## config.mk

```make
export PLATFORM = sky130hd
export DESIGN_NAME = matrix_mult_stream_engine_flat
export DESIGN_NICKNAME = d
export VERILOG_FILES = /design/src/rtl/matrix_mult_stream_engine_if.sv /design/src/rtl/matrix_mult_stream_engine.sv /design/src/flat_wrapper.sv
export SDC_FILE = /design/constraint.sdc
export NUM_CORES = 1
export LEC_CHECK = 0
export ABC_CLOCK_PERIOD_IN_PS = 11800
export CAP_MARGIN = 20
export CORE_UTILIZATION = 46
export CTS_CLUSTER_DIAMETER = 50
export DETAILED_ROUTE_END_ITERATION = 16
export HOLD_SLACK_MARGIN = 0.12
export PLACE_DENSITY = 0.7
export RECOVER_POWER = 100
export SLEW_MARGIN = 0
export SYNTH_ARGS = -nofsm -noshare
export SYNTH_HDL_FRONTEND = slang
export SYNTH_SLANG_ARGS = --single-unit
```

## constraint.sdc

```tcl
create_clock -name clk -period 11.8 [get_ports clk]
set_input_delay 2.95 -clock clk [delete_from_list [all_inputs] [get_ports clk]]
set_output_delay 2.95 -clock clk [all_outputs]
set_load 0.01 [all_outputs]
```

## src/rtl/matrix_mult_stream_engine_if.sv

```systemverilog
// Operand/result streaming bundle for the matrix multiply engine.
// The engine sits on the slave side: it consumes rdata and produces wdata.
// The master side is the operand reader / result writer pair around it.
interface matrix_mult_stream_engine_if #(
   parameter int WIDTH = 8,
   parameter int LANES = 4,
   parameter int OW    = 18
);
   logic [LANES*WIDTH-1:0] rdata;
   logic                   read_en;
   logic                   read_ready;
   logic [LANES*OW-1:0]    wdata;
   logic                   write_ready;
   logic                   write_en;

   modport slave (
      input  rdata,
      input  read_en,
      input  write_en,
      output read_ready,
      output wdata,
      output write_ready
   );

   modport master (
      output rdata,
      output read_en,
      output write_en,
      input  read_ready,
      input  wdata,
      input  write_ready
   );
endinterface

```

## src/rtl/matrix_mult_stream_engine.sv

```systemverilog
// N x N integer matrix multiplier, C = A*B or C = C + A*B.
// A and B arrive LANES elements per beat, row-major. One C element is produced
// per cycle from N parallel products summed in a tree, then C streams out
// LANES elements per beat under backpressure.
module matrix_mult_stream_engine #(
   parameter int WIDTH  = 8,
   parameter int N      = 4,
   parameter int LANES  = 4,
   parameter int SIGNED = 0
) (
   input  logic clk,
   input  logic reset,
   input  logic start,
   input  logic acc_mode,
   output logic busy,
   output logic done,
   matrix_mult_stream_engine_if.slave bus
);

   localparam int OW    = 2*WIDTH + $clog2(N);
   localparam int NN    = N*N;
   localparam int BEATS = NN / LANES;
   localparam int IW    = $clog2(NN);
   localparam int CW    = IW + 1;

   typedef enum logic [2:0] {
      IDLE,
      LOAD_A,
      LOAD_B,
      COMPUTE,
      OUT
   } state_t;

   state_t          stateQ;
   logic [CW-1:0]   beatQ;
   logic [CW-1:0]   rowQ;
   logic [CW-1:0]   colQ;
   logic            accQ;
   logic            readReadyQ;
   logic            writeReadyQ;
   logic            busyQ;
   logic            doneQ;

   logic [WIDTH-1:0] aQ [NN];
   logic [WIDTH-1:0] bQ [NN];
   logic [OW-1:0]    cQ [NN];

   logic             readFire;
   logic             writeFire;
   logic             lastBeat;
   logic             lastElem;
   logic [IW-1:0]    elemIdx;

   logic [WIDTH-1:0]   aEl;
   logic [WIDTH-1:0]   bEl;
   logic [2*WIDTH-1:0] prod;
   logic [OW-1:0]      prodX;
   logic [OW-1:0]      dotD;
   logic [OW-1:0]      cNextD;
   logic [LANES*OW-1:0] wdataD;

   assign readFire  = bus.read_en & readReadyQ;
   assign writeFire = bus.write_en & writeReadyQ;
   assign lastBeat  = (beatQ == CW'(BEATS-1));
   assign lastElem  = (rowQ == CW'(N-1)) && (colQ == CW'(N-1));
   assign elemIdx   = IW'(int'(rowQ)*N + int'(colQ));

   // Dot product of row rowQ of A with column colQ of B, plus the held C element when accumulating
   always_comb begin
      dotD  = '0;
      aEl   = '0;
      bEl   = '0;
      prod  = '0;
      prodX = '0;
      for (int k = 0; k < N; k++) begin
         aEl = aQ[IW'(int'(rowQ)*N + k)];
         bEl = bQ[IW'(k*N + int'(colQ))];
         if (SIGNED != 0) begin
            prod  = $signed({{WIDTH{aEl[WIDTH-1]}}, aEl}) * $signed({{WIDTH{bEl[WIDTH-1]}}, bEl});
            prodX = {{(OW-2*WIDTH){prod[2*WIDTH-1]}}, prod};
         end else begin
            prod  = {{WIDTH{1'b0}}, aEl} * {{WIDTH{1'b0}}, bEl};
            prodX = {{(OW-2*WIDTH){1'b0}}, prod};
         end
         dotD = dotD + prodX;
      end
      cNextD = dotD + (accQ ? cQ[elemIdx] : '0);
   end

   // Operand and result storage; deliberately not reset so C survives for accumulate jobs
   always_ff @(posedge clk) begin
      if (readFire) begin
         for (int l = 0; l < LANES; l++) begin
            if (stateQ == LOAD_A) begin
               aQ[IW'(int'(beatQ)*LANES + l)] <= bus.rdata[l*WIDTH +: WIDTH];
            end else begin
               bQ[IW'(int'(beatQ)*LANES + l)] <= bus.rdata[l*WIDTH +: WIDTH];
            end
         end
      end
      if (stateQ == COMPUTE) begin
         cQ[elemIdx] <= cNextD;
      end
   end

   // Job sequencer with registered handshake and status outputs
   always_ff @(posedge clk or negedge reset) begin
      if (!reset) begin
         stateQ      <= IDLE;
         beatQ       <= '0;
         rowQ        <= '0;
         colQ        <= '0;
         accQ        <= 1'b0;
         readReadyQ  <= 1'b0;
         writeReadyQ <= 1'b0;
         busyQ       <= 1'b0;
         doneQ       <= 1'b0;
      end else begin
         doneQ <= 1'b0;
         case (stateQ)
            IDLE: begin
               if (start) begin
                  accQ       <= acc_mode;
                  beatQ      <= '0;
                  readReadyQ <= 1'b1;
                  busyQ      <= 1'b1;
                  stateQ     <= LOAD_A;
               end
            end
            LOAD_A: begin
               if (readFire) begin
                  if (lastBeat) begin
                     beatQ  <= '0;
                     stateQ <= LOAD_B;
                  end else begin
                     beatQ <= beatQ + 1'b1;
                  end
               end
            end
            LOAD_B: begin
               if (readFire) begin
                  if (lastBeat) begin
                     beatQ      <= '0;
                     rowQ       <= '0;
                     colQ       <= '0;
                     readReadyQ <= 1'b0;
                     stateQ     <= COMPUTE;
                  end else begin
                     beatQ <= beatQ + 1'b1;
                  end
               end
            end
            COMPUTE: begin
               if (lastElem) begin
                  rowQ        <= '0;
                  colQ        <= '0;
                  writeReadyQ <= 1'b1;
                  stateQ      <= OUT;
               end else if (colQ == CW'(N-1)) begin
                  colQ <= '0;
                  rowQ <= rowQ + 1'b1;
               end else begin
                  colQ <= colQ + 1'b1;
               end
            end
            OUT: begin
               if (writeFire) begin
                  if (lastBeat) begin
                     beatQ       <= '0;
                     writeReadyQ <= 1'b0;
                     doneQ       <= 1'b1;
                  end else begin
                     beatQ <= beatQ + 1'b1;
                  end
               end else if (!writeReadyQ) begin
                  busyQ  <= 1'b0;
                  stateQ <= IDLE;
               end
            end
            default: begin
               stateQ <= IDLE;
            end
         endcase
      end
   end

   // Current output beat, forced to zero whenever no beat is being offered
   always_comb begin
      wdataD = '0;
      if (writeReadyQ) begin
         for (int l = 0; l < LANES; l++) begin
            wdataD[l*OW +: OW] = cQ[IW'(int'(beatQ)*LANES + l)];
         end
      end
   end

   assign bus.wdata       = wdataD;
   assign bus.read_ready  = readReadyQ;
   assign bus.write_ready = writeReadyQ;
   assign busy            = busyQ;
   assign done            = doneQ;

endmodule

```

## src/flat_wrapper.sv

```systemverilog
// flat-port wrapper written by rule: the top's interface ports become plain ports
module matrix_mult_stream_engine_flat 
#(
   parameter int WIDTH  = 8,
   parameter int N      = 4,
   parameter int LANES  = 4,
   parameter int SIGNED = 0
)
  (clk, reset, start, acc_mode, busy, done, bus_rdata, bus_read_en, bus_write_en, bus_read_ready, bus_wdata, bus_write_ready);
  matrix_mult_stream_engine_if #(.WIDTH(WIDTH), .LANES(LANES), .OW((18))) bus_i ();
  input  logic clk;
  input  logic reset;
  input  logic start;
  input  logic acc_mode;
  output logic busy;
  output logic done;
  input wire logic [$bits(bus_i.rdata)-1:0] bus_rdata;
  input wire logic [$bits(bus_i.read_en)-1:0] bus_read_en;
  input wire logic [$bits(bus_i.write_en)-1:0] bus_write_en;
  output wire logic [$bits(bus_i.read_ready)-1:0] bus_read_ready;
  output wire logic [$bits(bus_i.wdata)-1:0] bus_wdata;
  output wire logic [$bits(bus_i.write_ready)-1:0] bus_write_ready;
  assign bus_i.rdata = bus_rdata;
  assign bus_i.read_en = bus_read_en;
  assign bus_i.write_en = bus_write_en;
  assign bus_read_ready = bus_i.read_ready;
  assign bus_wdata = bus_i.wdata;
  assign bus_write_ready = bus_i.write_ready;
  matrix_mult_stream_engine #(.WIDTH(WIDTH), .N(N), .LANES(LANES), .SIGNED(SIGNED)) u_core (.clk(clk), .reset(reset), .start(start), .acc_mode(acc_mode), .busy(busy), .done(done), .bus(bus_i));
endmodule
```

==> flow_results.xml, run 1 <==
<?xml version="1.0" encoding="UTF-8"?>
<metrics>
  <group name="status">
    <metric name="outcome" unit="">complete, but fails checks</metric>
    <metric name="violations_in_the_final_reports" unit="">capacitance limit, slew limit</metric>
  </group>
  <group name="synthesis">
    <metric name="synth_area_leaders" unit="">sky130_fd_sc_hd__edfxtp_1 (48%), sky130_fd_sc_hd__fa_1 (13%), sky130_fd_sc_hd__mux4_2 (12%)</metric>
    <metric name="synthesis.area_per_instance" unit="um^2">14.32</metric>
    <metric name="post_synth_instance_area" unit="um^2">34280</metric>
    <metric name="synth-edff-count" unit="">544</metric>
    <metric name="synth_largest_area_cell" unit="">sky130_fd_sc_hd__edfxtp_1</metric>
    <metric name="ys_seq_area_frac" unit="">0.4934</metric>
    <metric name="post_synth_inst_count" unit="">2394</metric>
    <metric name="ys_dominant_reg_cell" unit="">sky130_fd_sc_hd__edfxtp_1</metric>
    <metric name="synthesis.yosys.warnings" unit="">0</metric>
    <metric name="synth-async-reset-ratio" unit="">0.04056</metric>
    <metric name="synth.ff_latch_count" unit="">567</metric>
    <metric name="synthesis.nets" unit="">2812</metric>
    <metric name="post_synth_top_area_share" unit="">0.4766</metric>
    <metric name="synth_cell_type_count" unit="">59</metric>
  </group>
  <group name="clock_network">
    <metric name="cts.repair_timing.setup_buffer_count" unit="">0</metric>
    <metric name="clock_tree.buffer_depth" unit="">3</metric>
    <metric name="clock_insertion_delay_worst_skew" unit="ns">0.64</metric>
    <metric name="max_h_tree_level" unit="">2</metric>
    <metric name="holdBufCountCts" unit="">0</metric>
    <metric name="clockRootBuffer" unit="">sky130_fd_sc_hd__clkbuf_16</metric>
    <metric name="post_cts_resize_count" unit="">0</metric>
    <metric name="cts_inserted_buffers" unit="">60</metric>
    <metric name="tritoncts" unit="">done</metric>
    <metric name="clkTransAtPathRegs" unit="ns">0.06</metric>
    <metric name="cts_num_sinks" unit="">567</metric>
  </group>
  <group name="detailed_routing">
    <metric name="routed_wirelength" unit="mm">85.12</metric>
    <metric name="vias_per_cell" unit="">5.729</metric>
    <metric name="detail-route-antenna-nets" unit="">0</metric>
    <metric name="drt_first_pass_iters" unit="">5</metric>
    <metric name="drcViolationCount" unit="">0</metric>
    <metric name="route.vias.total" unit="">20560</metric>
    <metric name="drt-initial-drc-count" unit="">1816</metric>
    <metric name="wire_per_inst" unit="um">23.72</metric>
  </group>
  <group name="timing">
    <metric name="clock_skews" unit="ns">0.03753</metric>
    <metric name="post-route-period-util" unit="">0.9634</metric>
    <metric name="hold_ws" unit="ns">0.4937</metric>
    <metric name="setup_viol" unit="">0</metric>
    <metric name="final-max-slew-violation-count" unit="">651</metric>
    <metric name="slew_limit_headroom" unit="">-1.386</metric>
    <metric name="grt_setup_unrepaired" unit="">false</metric>
    <metric name="final.setup.worst_slack" unit="ns">0.4318</metric>
    <metric name="setup_total_negative_slack" unit="ns">0</metric>
    <metric name="final-hold-violation-count" unit="">0</metric>
    <metric name="timing.fmax" unit="MHz">87.96</metric>
    <metric name="tightestPinTransition" unit="ns">3.580</metric>
    <metric name="min_period" unit="ns">11.37</metric>
  </group>
  <group name="critical_path">
    <metric name="cp_slowest_stage_delay" unit="ns">0.59</metric>
    <metric name="cp_common_cell" unit="">sky130_fd_sc_hd__fa_1</metric>
    <metric name="arrival_worst_endpoint" unit="ns">11.85</metric>
    <metric name="kind_of_critical_path" unit="">reg2reg</metric>
    <metric name="critPathCaptureType" unit="">flip-flop</metric>
    <metric name="worst_r2r_path_depth" unit="">40</metric>
    <metric name="crit_path_max_fanout" unit="">16</metric>
    <metric name="reg2reg_to" unit="">u_core.cQ[13][17]</metric>
    <metric name="cp.required" unit="ns">12.28</metric>
    <metric name="start_kind" unit="">flip-flop</metric>
    <metric name="crit-reg2reg-launch" unit="">u_core.colQ[0]</metric>
    <metric name="rrSetupSlack" unit="ns">0.43</metric>
    <metric name="critical_path.slowest_cell" unit="">sky130_fd_sc_hd__a21oi_1</metric>
  </group>
  <group name="layout">
    <metric name="post_route_cells_drive_above_1_share" unit="">0.1529</metric>
    <metric name="fillers" unit="">6000</metric>
    <metric name="finish.net_count" unit="">3000</metric>
    <metric name="non_filler_cells_final" unit="">3589</metric>
    <metric name="n_antenna_cell" unit="">0</metric>
    <metric name="stdcell_area" unit="um^2">38810</metric>
    <metric name="post-route-util" unit="">0.5292</metric>
    <metric name="area_growth" unit="%">13.22</metric>
  </group>
  <group name="grt">
    <metric name="globalRouteTotalUtil" unit="">0.2295</metric>
    <metric name="wire_length_of_the_first_global_routing_pass" unit="mm">129.3</metric>
    <metric name="number_of_global_route_vias_before_repair" unit="">21480</metric>
    <metric name="grt_start_max_net_pins" unit="">78</metric>
    <metric name="grt_overflow" unit="">0</metric>
    <metric name="antenna_violations_before_repair" unit="">0</metric>
  </group>
  <group name="die">
    <metric name="design.core.area" unit="um^2">73330</metric>
    <metric name="floorplan.io_pins" unit="">114</metric>
    <metric name="die_width" unit="um">275.0</metric>
    <metric name="initial_core_utilization" unit="">0.4674</metric>
    <metric name="row_count" unit="">99</metric>
    <metric name="die_y_extent" unit="um">275.0</metric>
    <metric name="design.die.area" unit="um^2">75610</metric>
  </group>
  <group name="placement">
    <metric name="postPlaceCellArea" unit="um^2">36880</metric>
    <metric name="place.detailed.instances" unit="">3468</metric>
    <metric name="globalplace.congestion" unit="">0.9043</metric>
    <metric name="port_buffers" unit="">113</metric>
    <metric name="detailedPlacementHpwl" unit="mm">59.98</metric>
    <metric name="dp_slack" unit="ns">0.2625</metric>
  </group>
  <group name="min_path">
    <metric name="worst_hold_path.num_cells" unit="">1</metric>
    <metric name="hold_path.startpoint" unit="">u_core.colQ[4]</metric>
    <metric name="min-delay-path-class" unit="">reg2reg</metric>
    <metric name="worst_hold_endpoint" unit="">u_core.colQ[4]</metric>
  </group>
  <group name="power_and_ir_drop">
    <metric name="pwr_density_cell" unit="nW/um^2">105.2</metric>
    <metric name="total_power" unit="mW">4.084</metric>
    <metric name="leakage" unit="nW">14.83</metric>
    <metric name="max-vdd-ir-drop" unit="V">0.0001268</metric>
  </group>
  <group name="job">
    <metric name="cap_violations" unit="">26</metric>
  </group>
</metrics>
[how the worst max path moves through the flow]
stage,cells after the start,endpoint,slack (ns),start
after floorplan,42,u_core.cQ[0][17],0.74,u_core.colQ[2]
after global placement,39,u_core.cQ[6][16],0.40,u_core.colQ[0]
after detailed placement,39,u_core.cQ[14][17],0.26,u_core.colQ[0]
after CTS,39,u_core.cQ[10][17],0.25,u_core.colQ[0]
after global routing,40,u_core.cQ[14][17],0.03,u_core.colQ[0]
final,40,u_core.cQ[13][17],0.43,u_core.colQ[0]
[registers in the layout (all words and copies together), names as in the netlist]
| register | flops |
|---|---|
| u_core.bus.read_ready | 1 |
| u_core.cQ | 288 |
| u_core.rowQ | 5 |
| u_core.bQ | 128 |
| u_core.stateQ | 3 |
| u_core.beatQ | 5 |
| u_core.accQ | 1 |
| u_core.aQ | 128 |
| u_core.colQ | 5 |
| u_core.bus.write_ready | 1 |
| u_core.busy | 1 |
| u_core.done | 1 |
[power breakdown]
group          internal [mW]  switching (mW)
clock network           1.07           0.802
logic                0.00861          0.0177
registers               2.19               0
[routing by layer]
metal / global-route usage / wire length, um
met1: 0.3076 / 33420
met2: 0.3833 / 42580
met3: 0.03718 / 6353
met4: 0.07400 / 2759
met5: 0 / 0
[layout make-up]
type	count	area [um^2]	area share
Clock buffer	73	1572	0.04050
Clock inverter	37	401.6	0.01035
Inverter	334	1254	0.03231
Multi-Input combinational cell	1410	15680	0.4041
Sequential cell	567	16920	0.4361
Tap cell	959	1200	0.03092
Timing Repair Buffer	209	1774	0.04572
[layout by cell type, fill, tap and decap left out, types with 5 or more instances in the layout]
cell                                n
sky130_fd_sc_hd__nand2_1          166
sky130_fd_sc_hd__and2_1           102
sky130_fd_sc_hd__nand2b_1          37
sky130_fd_sc_hd__clkbuf_16         61
sky130_fd_sc_hd__mux4_2           190
sky130_fd_sc_hd__dfrtp_1           18
sky130_fd_sc_hd__o21ai_1           36
sky130_fd_sc_hd__clkinv_4           6
sky130_fd_sc_hd__inv_6              6
sky130_fd_sc_hd__nand3_1            8
sky130_fd_sc_hd__xor2_1            12
sky130_fd_sc_hd__o21bai_1           5
sky130_fd_sc_hd__clkinv_2           8
sky130_fd_sc_hd__clkinv_1           6
sky130_fd_sc_hd__buf_4             57
sky130_fd_sc_hd__mux2i_1           38
sky130_fd_sc_hd__clkdlybuf4s50_1    5
sky130_fd_sc_hd__inv_1            332
sky130_fd_sc_hd__dlygate4sd3_1    108
sky130_fd_sc_hd__fa_1             223
sky130_fd_sc_hd__nor3_1            12
sky130_fd_sc_hd__mux2_2            23
sky130_fd_sc_hd__a21oi_1           34
sky130_fd_sc_hd__and3_1             6
sky130_fd_sc_hd__xnor2_1           21
sky130_fd_sc_hd__a21o_1            11
sky130_fd_sc_hd__o21a_1             8
sky130_fd_sc_hd__nor2b_1           16
sky130_fd_sc_hd__or2_2             22
sky130_fd_sc_hd__nor2_1           168
sky130_fd_sc_hd__mux4_1            14
sky130_fd_sc_hd__o21ai_0           43
sky130_fd_sc_hd__and2_0            20
sky130_fd_sc_hd__bufinv_16          5
sky130_fd_sc_hd__edfxtp_1         544
sky130_fd_sc_hd__ha_1             157
sky130_fd_sc_hd__clkbuf_1          44
[Yosys cell counts (all sizes together) (6+ instances only)]
master  instances
edfxtp        544
inv           333
fa            223
mux4          204
nor2          168
nand2         166
ha            157
and2          122
o21ai          80
buf            50
mux2i          38
nand2b         37
a21oi          35
clkbuf         33
dfrtp          23
mux2           23
or2            23
xnor2          22
nor2b          16
nor3           12
xor2           12
a21o           11
nand3           8
o21a            8
and3            6
[kinds of logic (layout without fill, tap and decap cells)]
family	count (synthesis)	in the layout	share of synthesized area
xor gates and xnor gates	34	34	0.008688
adders and majority gates	380	380	0.1876
and+or+nand+nor	568	568	0.07877
muxes	265	265	0.1542
DFF	567	567	0.4934
buffers and inverters	417	653	0.04928
AOI/OAI and AO/OA	163	163	0.02811
[critical path: cells and delay by family (launching register included)]
| kind | cells | cell delay, ns |
|---|---|---|
| AOI/OAI and AO/OA | 9 | 2.43 |
| xor gates and xnor gates | 2 | 0.39 |
| adders and majority gates | 13 | 5.95 |
| buffers and inverters | 9 | 0.79 |
| DFF | 1 | 0.58 |
| muxes | 1 | 0.38 |
| and+or+nand+nor | 6 | 0.68 |
Note: power is estimated with default switching activity, not from simulation.
==> run 2: changes to the inputs <==
Settings changed: ABC_CLOCK_PERIOD_IN_PS 11800 to default.
==> results of run 2 <==
The final DEF is identical to that of run 1; final timing and power are the same.
